### src/rtl/parsed_token_arb_pkg.sv
// Shared definitions for the parsed-token arbiter: token width, handshake sense
// and FSM encoding.
package parsed_token_arb_pkg;

  localparam int TOKEN_W = 16;

  // Handshake sense: b=1 means the receiver stalls; a transfer is v && !b.
  localparam logic STALL = 1'b1;

  typedef enum logic {
    IDLE   = 1'b0,
    LOCKED = 1'b1
  } arbState_t;

  // Burst counter width: at least 8 bits, wider only for large burst limits.
  function automatic int cntWidth(input int maxBurst);
    return (maxBurst < 256) ? 8 : $clog2(maxBurst + 1);
  endfunction

endpackage

### src/rtl/parsed_token_arb_rr_pick.sv
// Combinational round-robin first-set finder: the first set req bit at or
// above ptr, wrapping modulo N.
module rr_pick
  import parsed_token_arb_pkg::*;
#(
  parameter int N = 2
) (
  input  logic [N-1:0] req,
  input  logic [1:0]   ptr,
  output logic [1:0]   idx,
  output logic         any
);

  logic [1:0]   cand [N];
  logic [N-1:0] hit;

  genvar gi;
  generate
    for (gi = 0; gi < N; gi++) begin : gCand
      assign cand[gi] = 2'((int'(ptr) + gi) % N);
    end
  endgenerate

  // hit[k] is the request bit of the requester k places after ptr.
  always_comb begin
    hit = '0;
    for (int k = 0; k < N; k++) begin
      for (int j = 0; j < N; j++) begin
        if (cand[k] == 2'(j) && req[j]) hit[k] = 1'b1;
      end
    end
  end

  always_comb begin
    idx = '0;
    any = |req;
    for (int k = N - 1; k >= 0; k--) begin
      if (hit[k]) idx = cand[k];
    end
  end

endmodule

### src/rtl/parsed_token_arb.sv
// Packet-locked round-robin arbiter merging up to four token producers into
// one parsed-token queue through a single registered output stage.
module parsed_token_arb
  import parsed_token_arb_pkg::*;
#(
  parameter int W        = TOKEN_W,
  parameter int N        = 2,
  parameter int MAXBURST = 0
) (
  input  logic           clock,
  input  logic           reset,
  input  logic [N*W-1:0] in_d,
  input  logic [N-1:0]   in_e,
  input  logic [N-1:0]   in_v,
  output logic [N-1:0]   in_b,
  output logic [W-1:0]   qout_d,
  output logic           qout_e,
  output logic           qout_v,
  input  logic           qout_b,
  output logic [1:0]     grant,
  output logic           busy
);

  localparam int CW = cntWidth(MAXBURST);

  arbState_t   state, stateNext;
  logic [1:0]  ptr, ptrNext, grantNext;
  logic [CW-1:0] cnt, cntNext, cntInc;
  logic [W-1:0] dNext, selD;
  logic        eNext, vNext, selE, selV;
  logic        room, accept, relFire;
  logic [1:0]  pickIdx;
  logic        pickAny;

  rr_pick #(.N(N)) uPick (
    .req(in_v),
    .ptr(ptr),
    .idx(pickIdx),
    .any(pickAny)
  );

  assign room   = !qout_v || !qout_b;
  assign busy   = (state == LOCKED);
  assign cntInc = cnt + CW'(1);

  // Data, flag and valid of the currently granted requester.
  always_comb begin
    selD = '0;
    selE = 1'b0;
    selV = 1'b0;
    for (int i = 0; i < N; i++) begin
      if (grant == 2'(i)) begin
        selD = in_d[i*W +: W];
        selE = in_e[i];
        selV = in_v[i];
      end
    end
  end

  always_comb begin
    stateNext = state;
    ptrNext   = ptr;
    grantNext = grant;
    cntNext   = cnt;
    dNext     = qout_d;
    eNext     = qout_e;
    vNext     = qout_v;
    in_b      = {N{STALL}};
    accept    = 1'b0;
    relFire   = 1'b0;
    // A drained output register empties unless refilled below.
    if (room) vNext = 1'b0;
    case (state)
      IDLE: begin
        if (pickAny) begin
          grantNext = pickIdx;
          cntNext   = '0;
          stateNext = LOCKED;
        end
      end
      LOCKED: begin
        for (int i = 0; i < N; i++) begin
          if (grant == 2'(i)) in_b[i] = !room;
        end
        accept = selV && room;
        if (accept) begin
          dNext = selD;
          eNext = selE;
          vNext = 1'b1;
          if (cnt != '1) cntNext = cntInc;
          relFire = selE || (MAXBURST != 0 && cntInc == CW'(MAXBURST));
          if (relFire) begin
            stateNext = IDLE;
            ptrNext   = (grant == 2'(N - 1)) ? 2'd0 : grant + 2'd1;
          end
        end
      end
      default: stateNext = IDLE;
    endcase
  end

  always_ff @(posedge clock or negedge reset) begin
    if (!reset) begin
      state  <= IDLE;
      ptr    <= '0;
      grant  <= '0;
      cnt    <= '0;
      qout_d <= '0;
      qout_e <= 1'b0;
      qout_v <= 1'b0;
    end else begin
      state  <= stateNext;
      ptr    <= ptrNext;
      grant  <= grantNext;
      cnt    <= cntNext;
      qout_d <= dNext;
      qout_e <= eNext;
      qout_v <= vNext;
    end
  end

endmodule

### config.mk
export PLATFORM = sky130hd
export DESIGN_NAME = parsed_token_arb
export DESIGN_NICKNAME = d
export VERILOG_FILES = /design/src/rtl/parsed_token_arb_pkg.sv /design/src/rtl/parsed_token_arb_rr_pick.sv /design/src/rtl/parsed_token_arb.sv
export SDC_FILE = /design/constraint.sdc
export NUM_CORES = 1
export LEC_CHECK = 0
export ABC_CLOCK_PERIOD_IN_PS = 1800
export CAP_MARGIN = 20
export CORE_AREA = 2 2 58 60
export CTS_CLUSTER_DIAMETER = 50
export DETAILED_ROUTE_END_ITERATION = 16
export DIE_AREA = 0 0 60 62
export PLACE_DENSITY = 0.73
export RECOVER_POWER = 25
export SLEW_MARGIN = 20
export SYNTH_ARGS = -nofsm -noshare
export SYNTH_HDL_FRONTEND = slang
export SYNTH_SLANG_ARGS = --single-unit
### constraint.sdc
create_clock -name clock -period 1.8 [get_ports clock]
set_clock_uncertainty 0.15 [all_clocks]
set_input_delay 0.27 -clock clock [delete_from_list [all_inputs] [get_ports clock]]
set_output_delay 0.27 -clock clock [all_outputs]
set_load 0.01 [all_outputs]
# Word-level counts from Yosys, hierarchy flattened
# Index checks and enable logic that the tools add are counted.
op_classes:
  n_addsub: 2
  n_eq_ne: 2
  mux: 23
  bitwise_logic: 2
  n_reduce_logical: 16
ops:
  columns: ["operator", "count"]
  rows:
  - ["16-bit two-way mux", 2]
  - ["1-bit two-way mux", 17]
  - ["2-bit zero test", 3]
  - ["2-bit two-way mux", 3]
  - ["1-bit logical AND", 5]
  - ["2-bit by 1-bit == test with 1-bit output, second input constant", 2]
  - ["2-bit AND reduction", 2]
  - ["1-bit zero test", 3]
  - ["3-bit AND reduction", 1]
  - ["1-bit adder, second input constant", 2]
  - ["1-bit one-hot mux with 2 select lines", 1]
  - ["2-bit OR reduction", 1]
  - ["1-bit AND, first input constant", 1]
  - ["1-bit logical OR", 1]
  - ["1-bit NOT", 1]
word_totals:
  regBits: 22
  input_bits: 39
  output_inout_bits: 23
  word_cells: 51

# Depth between registers and ports, before layout
# Gate-level depths: netlist of the first run.
depth:
  ltp_word: 8
  ltp_mapped: 5

# Modules after synthesis
# A second synthesis of the first run with hierarchy kept.
unflattened:
  cells_unflattened: 101
  hier_area_um2: 1129.8
modules_own_cells:
  columns: ["mod", "instances", "cells_per_inst", "area_per_inst_um2", "seq_area_each_um2"]
  rows:
  - ["parsed_token_arb", 1, 96, 1101.1, 575.6]
  - ["rr_pick", 1, 5, 28.8, 0.0]

# Least setup slack after synthesis of the first run
# OpenSTA, ideal clock, no wires.
synth_timing:
  path_kind: "reg-to-reg"
  start: "register grant[0]"
  end: "register qout_d[0]"
  setup_ps: 125
  arrival_time_ps: 1369
  path_slack_ps: 156
  path_stages_with_launch: 4
  path_buffers: 1
  synth_period_minus_slack_ps: 1644
  path_cell_list: "dfrtp_1 > clkbuf_1 > mux2_2 > mux2_4"
synth_between:
  elab_chain_cells: 5
  elab_cells_between_ends: 8
synth_lines:
  columns: ["element", "line", "source"]
  rows:
  - ["start, declared", "parsed_token_arb.sv:20", "output logic [1:0] grant,"]
  - ["start signal, assigned", "parsed_token_arb.sv:114", "grant <= grantNext;"]
  - ["2-bit zero test", "parsed_token_arb.sv:52", "if (grant == 2'(i)) begin"]
  - ["1-bit two-way mux (2 in a row)", "parsed_token_arb.sv:52", null]
  - ["1-bit logical AND", "parsed_token_arb.sv:85", "accept = selV && room;"]
  - ["2-bit AND reduction (no line)", null, null]
  - ["end signal, assigned", "parsed_token_arb.sv:116", "qout_d <= dNext;"]
  - ["end, declared", "parsed_token_arb.sv:16", "output logic [W-1:0] qout_d,"]
# Parallel ways exist; a longest one is shown, timed or not.
# A chain may end at the register's enable or synchronous reset.

# Worst setup path in the final report of the first run
layout_timing:
  start: "register state, in the netlist busy"
  end: "output port busy"
layout_rtl:
  columns: ["element", "line", "source"]
  rows:
  - ["start, declared", "parsed_token_arb.sv:26", "arbState_t state, stateNext;"]
  - ["start signal, assigned", "parsed_token_arb.sv:112", "state <= stateNext;"]
  - ["end, declared", "parsed_token_arb.sv:21", "output logic busy"]
# No word-level cell between the ends.

==> parameters.txt, run 1 <==
Parameter                              Value

Outcome
  Run status ... completed

Critical path
  Reg2reg path depth ... 4
  Critical R2R Capture ... qout_d[6]
  Worst setup path startpoint ... busy
  FF-to-FF setup slack ... about 0.22 ns
  Signal arrival time at the worst endpoint ... 1.32 ns
  Capturing element type of the critical path ... output pin
  Worst Path Class, Setup ... flip-flop to output pin
  Worst endpoint required time ... between 1 and 1.5 ns
  Critical path endpoint ... busy
  Crit start category ... flip-flop
  Critical path peak fanout ... 3

Global routing
  Most crowded layer after global routing ... met2
  Met2 track demand over resource in global routing ... between 20% and 30%
  Tot GR Track Use ... between 10% and 20%
  Global-route wire length before repair ... slightly below 4000 um
  Via count of the first global-routing pass ... 824
  Number of antenna violations at the first check in global routing ... 0
  Global-route track usage on met1 ... between 10% and 20%
  GR Overflow Total ... 0
  Largest net degree at the start of global routing ... 22
  Routing usage on met3 ... 4.141%

Yosys
  Syn avg cell area ... 14.29 um^2
  Share of the synthesized area in the top cell type ... between 40% and 50%
  Post-synthesis register bit count ... 21
  Mapped Nets ... between 100 and 150
  Post-Syn Area ... 0.001086 mm^2
  Top cells by area in the synthesized netlist ... sky130_fd_sc_hd__dfrtp_1 (48%), sky130_fd_sc_hd__mux2_2 (25%), sky130_fd_sc_hd__mux2_4 (11%)
  Post-synthesis instance total ... between 70 and 80
  Synth warn ... 0
  Most area-hungry cell type in the Yosys netlist ... sky130_fd_sc_hd__dfrtp_1
  Post-synthesis sequential area ratio ... between 40% and 50%
  Number of distinct library cells after synthesis ... 22

CTS
  TritonCTS clock tree ... built
  CTS H-Tree Depth ... 1
  Clock tree root buffer cell ... sky130_fd_sc_hd__clkbuf_4
  CTS max path bufs ... 2
  Worst-path clk slew ... roughly 0.11 ns
  Clock latency reported for the late side of the worst-skew pair ... 0.29 ns
  Clock sink count ... 21
  Count of hold buffers inserted by post-cts repair ... 0
  Cts bufs inserted ... 3

Floorplanning
  Vertical die dimension ... about 62 um
  Boundary Pins ... between 60 and 70
  Placeable core area ... around 0.0032 mm^2
  Row Count ... 21
  Starting density of the core ... between 30 and 40%
  Die width ... around 60 um
  Die Footprint ... about 0.0037 mm^2

Detailed routing
  Routed WL per cell ... between 10 and 15 um
  Number of nets with antenna violations after detailed routing ... 0
  Final wirelength ... around 2500 um
  Vias per inst ... between 4 and 5
  Vias ... 841
  Pre-antenna DRT Iters ... 4
  Number of violations reported at the end of detailed-routing iteration 0 ... 10
  Residual DRC count ... 0

STA
  Unrepaired setup endpoints after global routing ... false
  Slack of the critical path ... 0.05532 ns
  Transition at the pin with the smallest max-transition slack ... around 1.1 ns
  Final period util ... just under 100%
  Pins over their slew limit ... 0
  Maximum operating frequency ... ~0.57 GHz
  # setup viols final ... 0
  Crit path time final ... 1.745 ns
  Worst relative slew slack ... ~28%
  Count of final hold-check violations ... 0

Place
  Placement Cell Area ... roughly 0.0018 mm^2
  Final RePlAce weighted congestion ... slightly below 0.7
  Post-DP HPWL ... ~2000 um
  IO Port Bufs ... 60
  Worst slack after detailed placement ... -0.1406 ns
  Cell count after placement ... 185

Hold path
  Hold Path Class ... flip-flop to flip-flop

Pwr
  Total power of the final layout ... roughly 2.7 mW
  Leakage ... 0.7592 nW
  Total power density per cell area ... approximately 1500 mW/mm^2
  Max IR drop VDD ... a little over 500 uV

Final layout
  Post-route cell area ... 0.001792 mm^2
  Layout cell share with drive strength beyond 1 ... 32.64%
  Antenna Diode Count ... 0
  Fin nets ... about 180
  Number of inserted filler cells in the final layout ... 290
  Filler-free cell count of the finished design ... 190
  Area Overhead vs Synth ... 64.98%

Job
  Max cap viols ... 0
==> state kept, by name, summed over array words and instances (netlist names), named ones only <==
name	count
grant	1
qout_e	1
qout_d	16
busy	1
ptr	1
==> cells in the mapped netlist, drive strengths merged <==
cell	n
a21oi	2
dfrtp	21
nand2	2
nor3	1
a21o	2
a21boi	1
nor2b	2
buf	4
a41oi	1
clkbuf	1
conb	1
nand2b	1
inv	1
a31oi	2
mux2i	1
mux2	33
==> cell families after synthesis <==
family / share of synthesized area (%)
compound gates: 5.991
buf+inv: 4.261
flops: 48.39
mux: 37.90
other cells: 0.3453
simple gates: 3.111
==> worst min-delay path by stage <==
stage	from	end	slack, ns	cells after the start
after floorplan	reset	async pin	-0.18	0
after global placement	qout_d[2]	qout_d[2]	0.32	1
after detailed placement	qout_d[2]	qout_d[2]	0.33	1
after CTS	reset	qout_d[10]	0.16	2
after global routing	qout_d[8]	qout_d[8]	0.39	1
final	qout_d[2]	qout_d[2]	0.35	1
==> report_power, final <==
part | internal (mW) | leakage (nW) | switching [mW] | total [mW]
clock | 0.0826 | 0.0177 | 0.142 | 0.224
combinational | 1.07 | 0.499 | 0.587 | 1.66
sequential | 0.718 | 0.243 | 0.145 | 0.864
total | 1.88 | 0.759 | 0.874 | 2.75
==> critical path, stage by stage (launching register included) <==
cell                              delay [ns]
sky130_fd_sc_hd__dfrtp_1                0.37
sky130_fd_sc_hd__buf_4                  0.12
sky130_fd_sc_hd__clkdlybuf4s50_1        0.54
==> routing by layer <==
| layer | vias to the layer above | routed length (um) | share of wire, % |
|---|---|---|---|
| li1 | 406 | - | - |
| met1 | 400 | 992 | 39 |
| met2 | 33 | 1302 | 52 |
| met3 | 2 | 206 | 8.2 |
| met4 | 0 | 13 | 0.52 |
| met5 | - | 0 | 0 |
==> through the flow <==
| step | setup TNS (ns) | hold slack (ns) | utilization, % |
|---|---|---|---|
| after floorplan | 0 | -0.1756 | - |
| after global placement | -2.182 | 0.3217 | 55.41 |
| after detailed placement | -2.484 | 0.3302 | 55.41 |
| after CTS | 0 | 0.1632 | 56.43 |
| after global routing | 0 | 0.3914 | 56.36 |
| final | 0 | 0.3529 | 56.36 |
==> area by class of cell <==
| cell class | instances | area [um^2] | area share (%) |
|---|---|---|---|
| Tap cell | 46 | 57.56 | 3.212 |
| Clock inverter | 1 | 5.005 | 0.2793 |
| Sequential cell | 21 | 526.8 | 29.40 |
| Timing Repair Buffer | 69 | 661.9 | 36.94 |
| Multi-Input combinational cell | 49 | 514.2 | 28.70 |
| Inverter | 1 | 3.754 | 0.2095 |
| Clock buffer | 3 | 22.52 | 1.257 |
==> what timing repair did <==
item,4_1_cts,5_1_grt
endpoints found under the hold margin,0,0
setup endpoints to repair,2,1
gates resized for setup,2,1
setup buffers,1,0
==> layout by cell type (no fill, tap or decap) <==
cell | netlist | final
sky130_fd_sc_hd__buf_4 | 1 | 8
sky130_fd_sc_hd__a21oi_1 | 2 | 2
sky130_fd_sc_hd__a21boi_4 | 1 | 1
sky130_fd_sc_hd__clkdlybuf4s50_1 | 0 | 58
sky130_fd_sc_hd__mux2_2 | 24 | 24
sky130_fd_sc_hd__dfrtp_1 | 21 | 20
sky130_fd_sc_hd__clkinv_2 | 0 | 1
sky130_fd_sc_hd__nand2_1 | 2 | 2
sky130_fd_sc_hd__mux2i_1 | 1 | 1
sky130_fd_sc_hd__mux2_4 | 8 | 8
sky130_fd_sc_hd__clkbuf_1 | 1 | 1
sky130_fd_sc_hd__a31oi_1 | 2 | 2
sky130_fd_sc_hd__conb_1 | 1 | 1
sky130_fd_sc_hd__a21o_1 | 2 | 2
sky130_fd_sc_hd__nor3_1 | 1 | 1
sky130_fd_sc_hd__a41oi_1 | 1 | 1
sky130_fd_sc_hd__inv_1 | 1 | 1
sky130_fd_sc_hd__dlygate4sd2_1 | 0 | 2
sky130_fd_sc_hd__nor2b_1 | 1 | 1
sky130_fd_sc_hd__dfrtp_2 | 0 | 1
sky130_fd_sc_hd__mux2_1 | 1 | 1
sky130_fd_sc_hd__clkbuf_4 | 0 | 3
sky130_fd_sc_hd__nor2b_2 | 1 | 1
sky130_fd_sc_hd__nand2b_1 | 1 | 1
(Power assumes the default switching activity.)
==> run 2, diff against run 1 <==
- MAX_ROUTING_LAYER: not set -> met4
- SLEW_MARGIN: 20 -> not set
==> parameters.txt, run 2 (synthesized netlist as in run 1, its figures left out) <==
Parameter                              Value

STA
  Unrepaired setup endpoints after global routing ... false
  Pins over their slew limit ... 0 (unchanged)
  Worst relative slew slack ... 27.37% (-0.28 points)
  Final period util ... 96.93% (about the same)
  Transition at the pin with the smallest max-transition slack ... 1.089 ns (+0.004258 ns)
  Hold_ws ... 0.3529 ns (+0.000001000 ns)
  Crit path time final ... 1.745 ns (-0.000009800 ns)
  Maximum operating frequency ... 0.5732 GHz (about the same)
  Count of final hold-check violations ... 0 (unchanged)
  # setup viols final ... 0 (unchanged)

Detailed routing
  Final wirelength ... 2517 um (+0.12%)
  Vias per inst ... 4.421 (-0.12%)
  Residual DRC count ... 0 (unchanged)
  Pre-antenna DRT Iters ... 4 (unchanged)
  Number of nets with antenna violations after detailed routing ... 0 (unchanged)
  Vias ... 840 (-0.12%)
  Routed WL per cell ... 13.25 um (+0.12%)
  Number of violations reported at the end of detailed-routing iteration 0 ... 10 (unchanged)

Pwr
  Internal ... 1.875 mW (about the same)
  Total power density per cell area ... 1535 mW/mm^2 (about the same)
  Part of the power in registers ... 31.4% (about the same)
  Clock share of power ... 8.2% (about the same)
  Switch share ... 31.80% (about the same)
  Leakage ... 0.7592 nW (unchanged)
  Switching component of the power ... 0.8744 mW (about the same)
  Total power of the final layout ... 2.750 mW (about the same)
  Power share of the combinational group ... 60.4% (about the same)
  Max IR drop VDD ... 511.7 uV (about the same)

Final layout
  Commonest cells after routing, fill and taps aside ... sky130_fd_sc_hd__clkdlybuf4s50_1 (58), sky130_fd_sc_hd__mux2_2 (24), sky130_fd_sc_hd__dfrtp_1 (20), sky130_fd_sc_hd__mux2_4 (8), sky130_fd_sc_hd__buf_4 (8)
  Post-route cell area ... 0.001792 mm^2 (unchanged)
  Antenna Diode Count ... 0 (unchanged)
  Area occupied by multi-input gates ... 514.2 um^2 (unchanged)
  Reg area ... 526.8 um^2 (unchanged)
  Fin nets ... 184 (unchanged)
  Filler-free cell count of the finished design ... 190 (unchanged)
  Number of inserted filler cells in the final layout ... 290 (unchanged)
  Area Overhead vs Synth ... 64.98% (unchanged)
  Register with the most flip-flops ... qout_d
  Layout cell share with drive strength beyond 1 ... 32.64% (unchanged)
  Commonest non-fill, non-tap cell in the layout ... sky130_fd_sc_hd__clkdlybuf4s50_1
  Final cell utilization of the core ... 56.36% (unchanged)
  Largest register FFs ... 16 (unchanged)

CTS
  Clock tree root buffer cell ... sky130_fd_sc_hd__clkbuf_4
  Cts bufs inserted ... 3 (unchanged)
  CTS max path bufs ... 2 (unchanged)
  CTS H-Tree Depth ... 1 (unchanged)
  Worst-path clk slew ... 0.11 ns (about the same)
  Clock sink count ... 21 (unchanged)
  TritonCTS clock tree ... built
  Clock latency reported for the late side of the worst-skew pair ... 0.29 ns (about the same)

Place
  Placement Cell Area ... 0.001762 mm^2 (unchanged)
  Final RePlAce weighted congestion ... 0.6992 (+1.1%)
  Post-DP HPWL ... 2043 um (unchanged)
  IO Port Bufs ... 60 (unchanged)
  Cell count after placement ... 185 (unchanged)

Job
  Max cap viols ... 0 (unchanged)

Global routing
  Number of antenna violations at the first check in global routing ... 0 (unchanged)
  Largest net degree at the start of global routing ... 22 (unchanged)
  Tot GR Track Use ... 14.60% (+0.45 points)
  GR Overflow Total ... 0 (unchanged)
  Global-route wire length before repair ... 3857 um (unchanged)
  Via count of the first global-routing pass ... 824 (unchanged)

Floorplanning
  Row Count ... 21 (unchanged)
  Placeable core area ... 0.003179 mm^2 (unchanged)
  Starting density of the core ... 34.16% (unchanged)
  Die Footprint ... 0.003720 mm^2 (unchanged)
  Die width ... 60 um (unchanged)
  Boundary Pins ... 62 (unchanged)
  Vertical die dimension ... 62 um (unchanged)

Hold path
  Instance count along the most critical hold path ... 1 (unchanged)
  Hold Path Class ... flip-flop to flip-flop

Critical path
  Worst endpoint required time ... 1.38 ns (about the same)
  Critical path peak fanout ... 3 (unchanged)
  Reg2reg path depth ... 4 (unchanged)
  Signal arrival time at the worst endpoint ... 1.32 ns (about the same)
  Capturing element type of the critical path ... output pin
  Worst Path Class, Setup ... flip-flop to output pin
  Crit start category ... flip-flop

Outcome
  Run status ... completed
==> run 2: power groups by stage <==
stage          sequential, mW  clock, mW  combinational (mW)
6_report                0.864      0.224                1.66
5_1_grt                 0.909      0.259                1.78
4_1_cts                 0.866      0.230                1.69
3_5_place_dp            0.879          0                1.69
3_3_place_gp            0.871          0                1.64
2_1_floorplan           0.975          0               0.825
==> run 2: layout make-up <==
type | count | area share (%)
Clock buffer | 3 | 1.257
Tap cell | 46 | 3.212
Inverter | 1 | 0.2095
Multi-Input combinational cell | 49 | 28.70
Clock inverter | 1 | 0.2793
Sequential cell | 21 | 29.40
Timing Repair Buffer | 69 | 36.94
==> run 2: worst paths after layout <==
| path | start | to | slack, ns |
|---|---|---|---|
| min in group asynchronous | reset | qout_d[10] | 0.46 |
| max in group asynchronous | reset | grant[0] | 0.31 |
| hold reg to reg | qout_d[2] | qout_d[2] | 0.35 |
| setup reg to reg | flip-flop | qout_d[6] | 0.22 |
| setup / recovery | busy | busy | 0.06 |
| hold / removal | qout_d[2] | qout_d[2] | 0.35 |
==> run 2: metrics by stage <==
step	setup WS [ns]	setup TNS, ns
floorplan	0.1560	0
global placement	-0.1246	-2.182
detailed placement	-0.1406	-2.484
CTS	0.04429	0
global route	0.006216	0
finish	0.05533	0
==> run 2: critical path, stage by stage (launching register included) <==
cell,delay [ns]
sky130_fd_sc_hd__dfrtp_1,0.37
sky130_fd_sc_hd__buf_4,0.12
sky130_fd_sc_hd__clkdlybuf4s50_1,0.54
==> run 2: metal layers <==
metal	vias to the layer above	GRT usage, %	share of wire (%)	wire, um
met5	-	-	0	0
met4	0	3.810	0.52	13
met3	2	3.934	7.9	198
met2	33	26.55	52	1302
met1	399	15.73	40	1002
li1	406	-	-	-
==> run 2: repair_timing <==
action | CTS | global route
setup endpoints to repair | 2 | 1
setup buffers | 1 | 0
hold buffers | 0 | 0
resized for setup | 2 | 1
gates cloned | 0 | 0
==> run 3, diff against run 2 <==
- ABC_AREA: not set -> 1
- CORE_AREA: 2 2 58 60 -> 2 2 57 59
- DIE_AREA: 0 0 60 62 -> 0 0 59 61
- PLACE_DENSITY: 0.73 -> 0.75
- TNS_END_PERCENT: not set -> 100
==> parameters.txt, run 3 <==
Parameter                              Value

Place
  Post-DP HPWL ... 2135 um (+4.5%)
  IO Port Bufs ... 60 (unchanged)
  Cell count after placement ... 213 (+15%)
  Final RePlAce weighted congestion ... 0.8494 (+21%)
  Worst slack after detailed placement ... -0.09480 ns (+0.04581 ns)

Final layout
  Area Overhead vs Synth ... 61.33%
  Commonest cells after routing, fill and taps aside ... sky130_fd_sc_hd__clkdlybuf4s50_1 (54), sky130_fd_sc_hd__nand2_1 (29), sky130_fd_sc_hd__o21ai_0 (21), sky130_fd_sc_hd__dfrtp_1 (21), sky130_fd_sc_hd__o21ai_1 (10)
  Filler-free cell count of the finished design ... 219 (+15%)
  Fin nets ... 226 (+23%)
  Antenna Diode Count ... 0 (unchanged)
  Number of inserted filler cells in the final layout ... 265 (-8.6%)
  Commonest non-fill, non-tap cell in the layout ... sky130_fd_sc_hd__clkdlybuf4s50_1
  Final cell utilization of the core ... 58.52% (+2.2 points)
  Register with the most flip-flops ... qout_d
  Largest register FFs ... 16 (unchanged)
  Layout cell share with drive strength beyond 1 ... 13.98% (-19 points)

Yosys
  Number of enable flip-flop cells after synthesis ... 0 (unchanged)
  Syn avg cell area ... 8.779 um^2 (-39%)
  Post-synthesis register bit count ... 21 (unchanged)
  Synth warn ... 0 (unchanged)
  FFs w/ async S/R, synth ... 100.0% (unchanged)
  Share of the synthesized area in the top cell type ... 49.07% (+0.68 points)
  Number of distinct library cells after synthesis ... 21 (-4.5%)
  Most area-hungry cell type in the Yosys netlist ... sky130_fd_sc_hd__dfrtp_1
  Top post-synthesis cells by count ... sky130_fd_sc_hd__nand2_1 (29), sky130_fd_sc_hd__dfrtp_1 (21), sky130_fd_sc_hd__o21ai_0 (21)
  Post-synthesis instance total ... 122 (+61%)
  Top cells by area in the synthesized netlist ... sky130_fd_sc_hd__dfrtp_1 (49%), sky130_fd_sc_hd__nand2_1 (10%), sky130_fd_sc_hd__o21ai_0 (9.8%)
  Most frequently used cell type in the post-synthesis netlist ... sky130_fd_sc_hd__nand2_1
  Most used DFF post-synth ... sky130_fd_sc_hd__dfrtp_1
  Post-Syn Area ... 0.001071 mm^2 (-1.4%)
  Mapped Nets ... 161 (+40%)
  Post-synthesis sequential area ratio ... 49.07% (+0.68 points)

Critical path
  Capturing element type of the critical path ... output pin
  Signal arrival time at the worst endpoint ... 1.28 ns (-0.04 ns)
  Series of cell instances along the critical path ... clkdlybuf4s50_1
  Worst endpoint required time ... 1.38 ns (about the same)
  Crit start category ... flip-flop
  Buf+Inv Stages, Crit Path ... 1 (-1)
  Critical Path Max Stage Delay ... 0.56 ns (+0.02 ns)
  Critical path peak fanout ... 3 (unchanged)
  CP max stage cell ... sky130_fd_sc_hd__clkdlybuf4s50_1
  Critical path's top delay family ... buffers and inverters
  Worst Path Class, Setup ... flip-flop to output pin

STA
  Pins over their slew limit ... 0 (unchanged)
  Crit path time final ... 1.695 ns (-0.04953 ns)
  # setup viols final ... 0 (unchanged)
  Transition at the pin with the smallest max-transition slack ... 1.101 ns (+0.01120 ns)
  Final period util ... 94.17% (-2.8 points)
  Worst relative slew slack ... 26.63% (-0.75 points)
  Count of final hold-check violations ... 0 (unchanged)
  Slack of the critical path ... 0.1049 ns (+0.04953 ns)
  Unrepaired setup endpoints after global routing ... false
  Maximum operating frequency ... 0.5899 GHz (+2.9%)

Detailed routing
  Final wirelength ... 2769 um (+10%)
  Number of violations reported at the end of detailed-routing iteration 0 ... 35 (+25)
  Routed WL per cell ... 12.64 um (-4.6%)
  Vias ... 1038 (+24%)
  Number of nets with antenna violations after detailed routing ... 0 (unchanged)
  Vias per inst ... 4.740 (+7.2%)
  Pre-antenna DRT Iters ... 4 (unchanged)
  Residual DRC count ... 0 (unchanged)

Global routing
  GR Overflow Total ... 0 (unchanged)
  Global-route wire length before repair ... 4457 um (+16%)
  Largest net degree at the start of global routing ... 35 (+59%)
  Tot GR Track Use ... 17.26% (+2.7 points)
  Number of antenna violations at the first check in global routing ... 0 (unchanged)
  Via count of the first global-routing pass ... 1013 (+23%)

CTS
  Clock sink count ... 21 (unchanged)
  Clock latency reported for the late side of the worst-skew pair ... 0.30 ns (about the same)
  CTS max path bufs ... 2 (unchanged)
  Cts bufs inserted ... 3 (unchanged)
  Worst-path clk slew ... 0.11 ns (about the same)
  TritonCTS clock tree ... built
  Clock tree root buffer cell ... sky130_fd_sc_hd__clkbuf_4
  CTS H-Tree Depth ... 1 (unchanged)
  Count of hold buffers inserted by post-cts repair ... 0 (unchanged)

Pwr
  Total power of the final layout ... 2.566 mW (-6.7%)
  Max IR drop VDD ... 755.8 uV (+48%)
  Leakage ... 0.7702 nW (+1.4%)
  Total power density per cell area ... 1485 mW/mm^2 (-3.2%)

Floorplanning
  Die width ... 59 um (-1.7%)
  Vertical die dimension ... 61 um (-1.6%)
  Row Count ... 20 (-4.8%)
  Die Footprint ... 0.003599 mm^2 (-3.3%)
  Placeable core area ... 0.002953 mm^2 (-7.1%)
  Boundary Pins ... 62 (unchanged)
  Starting density of the core ... 36.27% (+2.1 points)

Job
  Max cap viols ... 0 (unchanged)

Hold path
  Hold Path Class ... input pin to flip-flop

Outcome
  Run status ... completed
[run 3: cell families (layout without fill, tap and decap cells)]
logic type | after synthesis | after routing | synth area share [%]
flip-flops | 21 | 21 | 49.07
other | 1 | 1 | 0.3501
buffers and inverters | 13 | 77 | 7.942
AND/OR/NAND/NOR | 51 | 51 | 23.83
AO/OA/AOI/OAI | 36 | 36 | 18.81
[run 3: final cells by class]
type                            count  area (um^2)  area share [%]
Clock inverter                      1        5.005          0.2896
Tap cell                           33        41.29           2.390
Multi-Input combinational cell     88        460.4           26.65
Clock buffer                        3        22.52           1.303
Sequential cell                    21        525.5           30.41
Inverter                            5        18.77           1.086
Timing Repair Buffer               68        654.4           37.87
[run 3: tightest hold or removal path, delay by kind of cell]
family	cells	cell delay, ns
buf+inv	1	0.27
simple gates	2	0.13
[run 3: path summary, 6_finish.rpt]
path / from / endpoint / slack [ns] / cells after the start
worst min register to register: qout_d[3] / qout_d[3] / 0.34 / 2
max in group asynchronous: reset / qout_d[5] / 0.32 / 2
worst min-delay path: qout_b / flip-flop / 0.25 / 3
min in group asynchronous: reset / qout_d[13] / 0.53 / 2
worst max-delay path: flip-flop / qout_v / 0.10 / 1
worst max register to register: grant[0] / qout_d[7] / 0.20 / 7
[run 3: report_power, final]
part / total [mW] / switching [mW] / internal, mW
registers: 0.846 / 0.138 / 0.708
clock network: 0.224 / 0.142 / 0.0828
logic: 1.50 / 0.710 / 0.785
total: 2.57 / 0.990 / 1.58
[run 3: per-layer routing]
| layer | track usage [%] | vias to the layer above | wire (um) |
|---|---|---|---|
| li1 | - | 524 | - |
| met1 | 18.72 | 475 | 1088 |
| met2 | 31.43 | 35 | 1516 |
| met3 | 2.345 | 4 | 126 |
| met4 | 7.468 | 0 | 36 |
| met5 | - | - | 0 |
[run 3: stage by stage]
step	TNS (ns)	hold WS [ns]	instance area, um^2
detailed placement	-0.1835	0.3223	1692
floorplan	0	-0.1756	1071
global placement	-0.1398	0.3044	1692
CTS	0	0.1495	1729
global route	0	0.2813	1728
finish	0	0.2470	1728
[run 3: what timing repair did]
item / CTS / global route
setup endpoints to repair: 2 / 1
hold endpoints to repair: 0 / 0
setup buffers: 2 / 0
gates cloned: 0 / 0
resized for setup: 4 / 1
